--- src/rtl/variable_tick_gen_if.sv ---
// Control/status bundle between the game controller and the variable tick generator.
interface variable_tick_gen_if #(
    parameter int SPEED_W  = 4,
    parameter int PERIOD_W = 16,
    parameter int CNT_W    = 8
);
    logic                enable;
    logic                restart;
    logic                one_shot;
    logic [SPEED_W-1:0]  speed;
    logic                time_out;
    logic                done;
    logic [PERIOD_W-1:0] period_cur;
    logic [CNT_W-1:0]    tick_count;

    modport master (
        output enable, restart, one_shot, speed,
        input  time_out, done, period_cur, tick_count
    );

    modport slave (
        input  enable, restart, one_shot, speed,
        output time_out, done, period_cur, tick_count
    );
endinterface

--- src/rtl/variable_tick_gen.sv ---
// Prescaled, speed-selectable period timer with pause, one-shot and wrapping event count.
// Base ticks come from a clock prescaler; a period counter divides them by a speed-derived period.
module variable_tick_gen #(
    parameter int PRESCALE    = 50000,
    parameter int BASE_PERIOD = 1000,
    parameter int STEP        = 50,
    parameter int MIN_PERIOD  = 100,
    parameter int SPEED_W     = 4,
    parameter int PERIOD_W    = 16,
    parameter int CNT_W       = 8
) (
    input  logic                clock,
    input  logic                reset,
    variable_tick_gen_if.slave  bus
);

    localparam int PRE_W  = $clog2(PRESCALE);
    localparam int PROD_W = PERIOD_W + SPEED_W;

    localparam logic [PRE_W-1:0]    PRE_LAST  = PRE_W'(PRESCALE - 1);
    localparam logic [PRE_W-1:0]    PRE_ONE   = PRE_W'(1);
    localparam logic [PROD_W-1:0]   SLACK     = PROD_W'(BASE_PERIOD - MIN_PERIOD);
    localparam logic [PROD_W-1:0]   BASE_WIDE = PROD_W'(BASE_PERIOD);
    localparam logic [PERIOD_W-1:0] PER_BASE  = PERIOD_W'(BASE_PERIOD);
    localparam logic [PERIOD_W-1:0] PER_MIN   = PERIOD_W'(MIN_PERIOD);
    localparam logic [PERIOD_W-1:0] PER_ONE   = PERIOD_W'(1);
    localparam logic [CNT_W-1:0]    CNT_ONE   = CNT_W'(1);

    typedef enum logic [0:0] {
        ST_RUN  = 1'b0,
        ST_DONE = 1'b1
    } state_e;

    state_e              state_q,      state_d;
    logic [PRE_W-1:0]    pre_cnt_q,    pre_cnt_d;
    logic [PERIOD_W-1:0] per_cnt_q,    per_cnt_d;
    logic [PERIOD_W-1:0] period_q,     period_d;
    logic                time_out_q,   time_out_d;
    logic                done_q,       done_d;
    logic [CNT_W-1:0]    tick_count_q, tick_count_d;

    logic [PROD_W-1:0]   prod_s;
    logic [PERIOD_W-1:0] calc_s;

    // Speed-to-period mapping; the product is kept wide so large speeds clamp instead of wrapping.
    always_comb begin
        prod_s = PROD_W'(bus.speed) * PROD_W'(STEP);
        if (prod_s > SLACK) begin
            calc_s = PER_MIN;
        end else begin
            calc_s = PERIOD_W'(BASE_WIDE - prod_s);
        end
    end

    // Next-state and counter logic; restart overrides everything, including a coincident terminal count.
    always_comb begin
        state_d      = state_q;
        pre_cnt_d    = pre_cnt_q;
        per_cnt_d    = per_cnt_q;
        period_d     = period_q;
        time_out_d   = 1'b0;
        done_d       = done_q;
        tick_count_d = tick_count_q;

        if (bus.restart) begin
            state_d   = ST_RUN;
            pre_cnt_d = '0;
            per_cnt_d = '0;
            period_d  = calc_s;
            done_d    = 1'b0;
        end else begin
            case (state_q)
                ST_RUN: begin
                    if (bus.enable) begin
                        if (pre_cnt_q == PRE_LAST) begin
                            pre_cnt_d = '0;
                            if (per_cnt_q == (period_q - PER_ONE)) begin
                                per_cnt_d    = '0;
                                time_out_d   = 1'b1;
                                tick_count_d = tick_count_q + CNT_ONE;
                                // New speed is only picked up here, on the period boundary.
                                period_d     = calc_s;
                                if (bus.one_shot) begin
                                    state_d = ST_DONE;
                                    done_d  = 1'b1;
                                end else begin
                                    state_d = ST_RUN;
                                    done_d  = 1'b0;
                                end
                            end else begin
                                per_cnt_d = per_cnt_q + PER_ONE;
                            end
                        end else begin
                            pre_cnt_d = pre_cnt_q + PRE_ONE;
                        end
                    end else begin
                        pre_cnt_d = pre_cnt_q;
                        per_cnt_d = per_cnt_q;
                    end
                end
                ST_DONE: begin
                    pre_cnt_d = '0;
                    per_cnt_d = '0;
                    done_d    = 1'b1;
                end
                default: begin
                    state_d   = ST_RUN;
                    pre_cnt_d = '0;
                    per_cnt_d = '0;
                    done_d    = 1'b0;
                end
            endcase
        end
    end

    // State and output registers.
    always_ff @(posedge clock or negedge reset) begin
        if (!reset) begin
            state_q      <= ST_RUN;
            pre_cnt_q    <= '0;
            per_cnt_q    <= '0;
            period_q     <= PER_BASE;
            time_out_q   <= 1'b0;
            done_q       <= 1'b0;
            tick_count_q <= '0;
        end else begin
            state_q      <= state_d;
            pre_cnt_q    <= pre_cnt_d;
            per_cnt_q    <= per_cnt_d;
            period_q     <= period_d;
            time_out_q   <= time_out_d;
            done_q       <= done_d;
            tick_count_q <= tick_count_d;
        end
    end

    assign bus.time_out   = time_out_q;
    assign bus.done       = done_q;
    assign bus.period_cur = period_q;
    assign bus.tick_count = tick_count_q;

endmodule

--- src/flat_wrapper.sv ---
// flat-port wrapper written by rule: the top's interface ports become plain ports
module variable_tick_gen_flat 
#(
    parameter int PRESCALE    = 50000,
    parameter int BASE_PERIOD = 1000,
    parameter int STEP        = 50,
    parameter int MIN_PERIOD  = 100,
    parameter int SPEED_W     = 4,
    parameter int PERIOD_W    = 16,
    parameter int CNT_W       = 8
)
  (clock, reset, bus_enable, bus_restart, bus_one_shot, bus_speed, bus_time_out, bus_done, bus_period_cur, bus_tick_count);
  variable_tick_gen_if #(.SPEED_W(SPEED_W), .PERIOD_W(PERIOD_W), .CNT_W(CNT_W)) bus_i ();
  input  logic clock;
  input  logic reset;
  input wire logic [$bits(bus_i.enable)-1:0] bus_enable;
  input wire logic [$bits(bus_i.restart)-1:0] bus_restart;
  input wire logic [$bits(bus_i.one_shot)-1:0] bus_one_shot;
  input wire logic [$bits(bus_i.speed)-1:0] bus_speed;
  output wire logic [$bits(bus_i.time_out)-1:0] bus_time_out;
  output wire logic [$bits(bus_i.done)-1:0] bus_done;
  output wire logic [$bits(bus_i.period_cur)-1:0] bus_period_cur;
  output wire logic [$bits(bus_i.tick_count)-1:0] bus_tick_count;
  assign bus_i.enable = bus_enable;
  assign bus_i.restart = bus_restart;
  assign bus_i.one_shot = bus_one_shot;
  assign bus_i.speed = bus_speed;
  assign bus_time_out = bus_i.time_out;
  assign bus_done = bus_i.done;
  assign bus_period_cur = bus_i.period_cur;
  assign bus_tick_count = bus_i.tick_count;
  variable_tick_gen #(.PRESCALE(PRESCALE), .BASE_PERIOD(BASE_PERIOD), .STEP(STEP), .MIN_PERIOD(MIN_PERIOD), .SPEED_W(SPEED_W), .PERIOD_W(PERIOD_W), .CNT_W(CNT_W)) u_core (.clock(clock), .reset(reset), .bus(bus_i));
endmodule
--- config.mk ---
export PLATFORM = sky130hd
export DESIGN_NAME = variable_tick_gen_flat
export DESIGN_NICKNAME = d
export VERILOG_FILES = /design/src/rtl/variable_tick_gen_if.sv /design/src/rtl/variable_tick_gen.sv /design/src/flat_wrapper.sv
export SDC_FILE = /design/constraint.sdc
export NUM_CORES = 1
export LEC_CHECK = 0
export CORE_AREA = 2 2 104 76
export CTS_BUF_LIST = sky130_fd_sc_hd__clkbuf_4
export DETAILED_ROUTE_END_ITERATION = 10
export DIE_AREA = 0 0 106 78
export GPL_ROUTABILITY_DRIVEN = 0
export PLACE_DENSITY = 0.73
export SLEW_MARGIN = 20
export SYNTH_ARGS = -nofsm -noshare
export SYNTH_HDL_FRONTEND = slang
export SYNTH_SLANG_ARGS = --single-unit
export TNS_END_PERCENT = 20
--- constraint.sdc ---
create_clock -name clock -period 3 [get_ports clock]
set_input_delay 0.45 -clock clock [delete_from_list [all_inputs] [get_ports clock]]
set_output_delay 0.45 -clock clock [all_outputs]
set_load 0.01 [all_outputs]
==> results of run 1 <==
-- synthesized netlist by cell type (all sizes together) (6+ instances only) --
| master | n |
|---|---|
| nand2 | 22 |
| nor2 | 47 |
| inv | 23 |
| mux2 | 8 |
| nor4 | 10 |
| dfrtp | 47 |
| or3 | 7 |
| and3 | 6 |
| xor2 | 23 |
| ha | 17 |
| xnor2 | 25 |
| a21oi | 12 |
| o21ai | 15 |
| nor3 | 18 |
| nand4 | 10 |
| dfstp | 6 |
| nand3 | 19 |
| buf | 8 |
-- registers in the layout (all words and copies together), names as in the netlist --
| name | cells |
|---|---|
| u_core.bus.done | 1 |
| u_core.bus.tick_count | 8 |
| u_core.per_cnt_q | 16 |
| u_core.state_q | 1 |
| u_core.bus.period_cur | 10 |
| u_core.pre_cnt_q | 16 |
| u_core.bus.time_out | 1 |
-- cells by family after synthesis --
family	synth area share
AOI/OAI and AO/OA	0.0908
xor gates and xnor gates	0.120
adders and majority gates	0.0663
buffers and inverters	0.0456
DFF	0.380
muxes	0.0381
other	0.00107
and+or+nand+nor	0.259
-- repair_timing --
action                                  4_1_cts  5_1_grt
pin swaps                                     0        3
gates resized for setup                       1        9
endpoints found under the setup margin        1       10
-- through the flow --
step | setup WS [ns] | hold WS [ns]
final | 0.129 | 0.0766
after global routing | 0.00548 | 0.0978
after CTS | 0.00391 | 0.0852
after detailed placement | -0.465 | 0.489
after global placement | -0.379 | 0.456
after floorplan | 0.116 | 0.154
-- cell type report --
cell class	instances	area [um^2]	share of cell area
multi-input combinational	297	2050	0.482
sequential	53	1340	0.314
timing repair buffer	67	598	0.141
tap	98	123	0.0289
inverter	23	86.3	0.0203
clock buffer	6	45.0	0.0106
clock inverter	2	13.8	0.00324
-- worst max-delay path: stages, from the launching register on --
cell      delay [ns]
dfrtp_1         0.45
or4_4           0.59
or3_1           0.41
a211oi_2        0.24
o221ai_2        0.16
or2_0           0.25
or3_4           0.37
mux2_4          0.31
-- layer usage --
layer | vias to the layer above | part of all wire
met1 | 1441 | 0.50
met5 | - | 0
met4 | 0 | 0.0059
met2 | 84 | 0.43
met3 | 7 | 0.056
li1 | 1477 | -
-- how the worst min path moves through the flow --
stage               slack (ns)                startpoint  depth (start not counted)                  endpoint
finish                    0.08                     reset                          1      u_core.per_cnt_q[15]
global route               0.1                     reset                          1      u_core.per_cnt_q[14]
CTS                       0.09                     reset                          1      u_core.per_cnt_q[14]
detailed placement        0.49  u_core.bus.tick_count[6]                          1  u_core.bus.tick_count[6]
global placement          0.46  u_core.bus.tick_count[7]                          1  u_core.bus.tick_count[7]
floorplan                 0.15                     reset                          0           u_core.bus.done
-- where the power goes --
group / internal [mW] / switching [mW] / leakage (nW)
logic: 0.238 / 0.221 / 1.10
clock network: 0.103 / 0.235 / 0.0360
registers: 0.768 / 0.0696 / 0.711
total: 1.11 / 0.525 / 1.84
==> metrics, run 1 <==
status=complete, no violations; Residual DRC=0; r2r worst-path depth=7; hold_buf cts=0; total track usage=0.206; GRT overflow=0; commonest non-fill, non-tap cell in the layout=nor2_1; fin crit share=0.957; Core Region=slightly above 7000 um^2; fin util=0.591; Cells after Synth=just under 400; r2r startpoint=u_core.bus.period_cur[2]; layout cell share with drive strength beyond 1=0.170; synth warn=0; Slew Limit Fails=0; die height=78 um; Die Area=8270 um^2; most frequent cells in the layout=nor2_1 (47), dfrtp_1 (46), buf_4 (33); RSZ-0062 raised after global routing=no; DRT iter0 DRCs=between 150 and 200; Netlist cell types=between 50 and 60; CP Capture Type=flop; reg2reg setup slack=0.13 ns; GRT busiest layer=met2; Post-CTS Repair Setup Buffers=0; post-route setup TNS=0 ns; vias per inst=5.51; DR WL/cell=approximately 15 um; final setup fails=0; # fillers=615; nets@finish=474; clock skew=0.0170 ns; Global Route met3 Usage=0.0345; first-pass GRT wire length=13800 um; Seq/Total Area, Yosys=0.380; leakage dissipation=between 1.5 and 2 nW; Post-Syn Area=~3500 um^2; # H-tree levels=2; Synth top area share=0.335; Mapped Avg Cell Area=9.10 um^2; Area contributors post-synth=dfrtp_1 (33%), xnor2_1 (6.2%), ha_1 (6.1%); Synth-to-Final Area Change=21.0%; syn_nets=413; largest net degree at the start of global routing=31; CTS tree=yes; Final Hold Vio Count=0; worst-path fanout max=5; IO Port Bufs=33; CTS clk-pin slew, worst paths=approximately 0.16 ns; required time of the worst setup path=3.28 ns; crit path DAT=3.15 ns; Worst setup startpoint=u_core.bus.period_cur[2]; Die X=106 um; final wirelength=roughly 8000 um; pwr dens=385 nW/um^2; DP Wirelength=6200 um; vias in the first global route=2985; area leader, netlist=dfrtp_1; Cells after DPL=538; r2r endpoint=u_core.bus.tick_count[1]; Final Instance Count excl. Fillers=about 550; CTS buffer count=5; Clock Path Buffers=2; initial antenna violation count=0; Yosys reg bits=53; DR vias=roughly 3000; Worst setup SP type=flop; CP endpoint=u_core.bus.tick_count[1]; Top FF cell, synth=dfrtp_1; Rows=26; post-layout instance area=~4200 um^2; IO Pins=35; Max IR drop VDD=0.000186 V; Tightest Hold Check Type=in -> async; total clock sinks=53; Root Buffer=clkbuf_4; max-cap check violation count=0; Slew @ Worst Pin=between 0.6 and 0.7 ns; Max transition margin=0.547; diode count=0; Tmin final=2.87 ns; TritonRoute pass-1 iters=4; initial core utilization=0.489; CP Class=reg -> reg; EDFF count, synth=0; M1 GR Usage=0.301; area post-placement=between 4000 and 5000 um^2; grt met2 use=0.320; fmax=around 350 MHz; ANT nets after route=0; total power=1.63 mW; fraction of registers with async set/reset=1.00; Clock Latency Late Sink=approximately 0.38 ns
Power figures use the tool's default switching activity.
==> inputs of run 2 (changes only) <==
--- a/config.mk
+++ b/config.mk
@@ -7,11 +7,12 @@
 export LEC_CHECK = 0
 export CORE_AREA = 2 2 104 76
 export CTS_BUF_LIST = sky130_fd_sc_hd__clkbuf_4
+export CTS_CLUSTER_SIZE = 10
 export DETAILED_ROUTE_END_ITERATION = 10
 export DIE_AREA = 0 0 106 78
 export GPL_ROUTABILITY_DRIVEN = 0
 export PLACE_DENSITY = 0.73
-export SLEW_MARGIN = 20
+export SLEW_MARGIN = 40
 export SYNTH_ARGS = -nofsm -noshare
 export SYNTH_HDL_FRONTEND = slang
 export SYNTH_SLANG_ARGS = --single-unit
==> results of run 2 <==
No change in the layout: final DEF, timing and power equal those of run 1.
==> inputs of run 3 (changes only) <==
--- a/config.mk
+++ b/config.mk
@@ -5,13 +5,15 @@
 export SDC_FILE = /design/constraint.sdc
 export NUM_CORES = 1
 export LEC_CHECK = 0
-export CORE_AREA = 2 2 104 76
+export CORE_AREA = 2 2 96 70
 export CTS_BUF_LIST = sky130_fd_sc_hd__clkbuf_4
 export CTS_CLUSTER_SIZE = 10
 export DETAILED_ROUTE_END_ITERATION = 10
-export DIE_AREA = 0 0 106 78
+export DIE_AREA = 0 0 98 72
 export GPL_ROUTABILITY_DRIVEN = 0
-export PLACE_DENSITY = 0.73
+export GPL_TIMING_DRIVEN = 0
+export HOLD_SLACK_MARGIN = 0.02
+export PLACE_DENSITY = 0.83
 export SLEW_MARGIN = 40
 export SYNTH_ARGS = -nofsm -noshare
 export SYNTH_HDL_FRONTEND = slang
==> run 3 against run 2 <==
Effect of this change:
- combinational power decreased by 5.9%
- core utilization rose by 9.4 points
- design area is 1.8% lower
- critical endpoint unchanged
- final cell count is 5.5% lower
- register-to-register slack lost 0.13 ns
- power is 0.21% lower
- first-iteration DRC count up 20%
- critical path depth is 1 higher
- clock-buffer cell count fell by 1
==> metrics, run 3 (same netlist as run 1, synthesis figures left out) <==
status=complete, no violations; IO Pins=35; ANT nets after route=0; crit path DAT=3.32 ns; Worst setup SP type=flop; total clock sinks=53; Rows=24; area post-placement=3950 um^2; Residual DRC=0; die height=72 um; GRT overflow=0; Tightest Hold Check Type=in -> async; fmax=roughly 330 MHz; layout cell share with drive strength beyond 1=0.158; Max IR drop VDD=0.000219 V; commonest non-fill, non-tap cell in the layout=nor2_1; initial core utilization=0.576; leakage dissipation=1.77 nW; most frequent cells in the layout=nor2_1 (47), dfrtp_1 (45), clkdlybuf4s50_1 (28); Final Instance Count excl. Fillers=516; vias in the first global route=2744; first-pass GRT wire length=12800 um; CP Class=reg -> reg; DR WL/cell=15.2 um; Die Area=7060 um^2; Max transition margin=0.594; DRT iter0 DRCs=around 220; final wirelength=between 7000 and 8000 um; vias per inst=about 5.7; fin util=0.685; Slew Limit Fails=0; Root Buffer=clkbuf_4; CTS buffer count=5; Cells after DPL=497; max-cap check violation count=0; final setup fails=0; Clock Path Buffers=2; IO Port Bufs=32; post-layout instance area=4170 um^2; TritonRoute pass-1 iters=4; fin crit share=1.00; nets@finish=464; Core Region=6100 um^2; RSZ-0062 raised after global routing=yes; CTS clk-pin slew, worst paths=0.19 ns; initial antenna violation count=0; DR vias=approximately 3000; pwr dens=around 400 nW/um^2; diode count=0; Die X=around 98 um; total track usage=0.221; CP Capture Type=flop; worst-path fanout max=6; required time of the worst setup path=roughly 3.3 ns; Final Hold Vio Count=0; largest net degree at the start of global routing=44; # H-tree levels=2; Clock Latency Late Sink=0.40 ns; clock skew=0.0264 ns; Slew @ Worst Pin=0.603 ns; DP Wirelength=5600 um; Tmin final=around 3 ns; CTS tree=yes; Synth-to-Final Area Change=18.8%
## run 3: changes by cell type in the layout (fill, tap and decap cells not counted), sizes merged
cell,delta
dlymetal6s2s,-2
buf,-16
dlygate4sd2,+2
clkbuf,+6
clkdlybuf4s50,-2
clkinv,-1
clkinvlp,+2
dlygate4sd3,+1
## run 3: cell type report
class | count | area (um^2)
Tap cell | 78 | 97.6
Multi-Input combinational cell | 297 | 2090
Buffer | 13 | 80.1
Clock inverter | 3 | 26.3
Clock buffer | 5 | 37.5
Fill cell | 488 | 1920
Timing Repair Buffer | 44 | 415
Inverter | 23 | 86.3
Sequential cell | 53 | 1340
## run 3: power by group
group          total [mW]  internal (mW)  leakage [nW]  switching [mW]
Sequential          0.841          0.769         0.710          0.0723
Clock               0.359         0.0971        0.0293           0.262
Combinational       0.431          0.213          1.03           0.219
## run 3: worst max-delay path: stages (launching register included)
cell and delay, ns:
dfrtp_2 0.48, or4_4 0.58, or3_4 0.39, a211oi_2 0.20, o221ai_2 0.17, or2_0 0.28
buf_4 0.16, or3_4 0.37, mux2_4 0.30
## run 3: worst paths after layout
check,startpoint,endpoint,slack (ns),cells after the start
setup / recovery,u_core.bus.period_cur[1],u_core.bus.tick_count[1],0.001,8
hold / removal,reset,u_core.bus.period_cur[14],0.42,2
setup reg to reg,u_core.bus.period_cur[1],u_core.bus.tick_count[1],0.001,8
hold reg to reg,u_core.bus.tick_count[7],u_core.bus.tick_count[7],0.48,1
max in group asynchronous,reset,u_core.per_cnt_q[4],2.10,3
min in group clock,bus_enable,u_core.per_cnt_q[0],0.47,3
## run 3: per-stage QoR
step | TNS, ns | hold slack [ns] | total power, mW | worst slack [ns]
detailed placement | -3.56 | 0.306 | 1.24 | -0.703
CTS | 0 | 0.415 | 1.60 | 0.00167
global placement | -7.34 | 0.457 | 1.22 | -0.603
global route | -0.143 | 0.415 | 1.71 | -0.0531
floorplan | 0 | 0.154 | 1.08 | 0.116
finish | 0 | 0.421 | 1.63 | 0.00104
## run 3: what timing repair did
action / 4_1_cts / 5_1_grt
hold buffers: 1 / 0
gates resized for setup: 9 / 17
endpoints found under the setup margin: 17 / 25
setup buffers: 0 / 10
pin swaps: 0 / 6
cloned: 0 / 0
hold endpoints to repair: 4 / 0
## run 3: per-layer routing
layer,wire length [um],part of all wire,GRT usage,vias to the layer above
met5,0,0,0,-
met4,53,0.0068,0.0540,0
met3,376,0.048,0.0337,5
met2,3500,0.45,0.337,86
met1,3900,0.50,0.333,1407
li1,-,-,-,1461
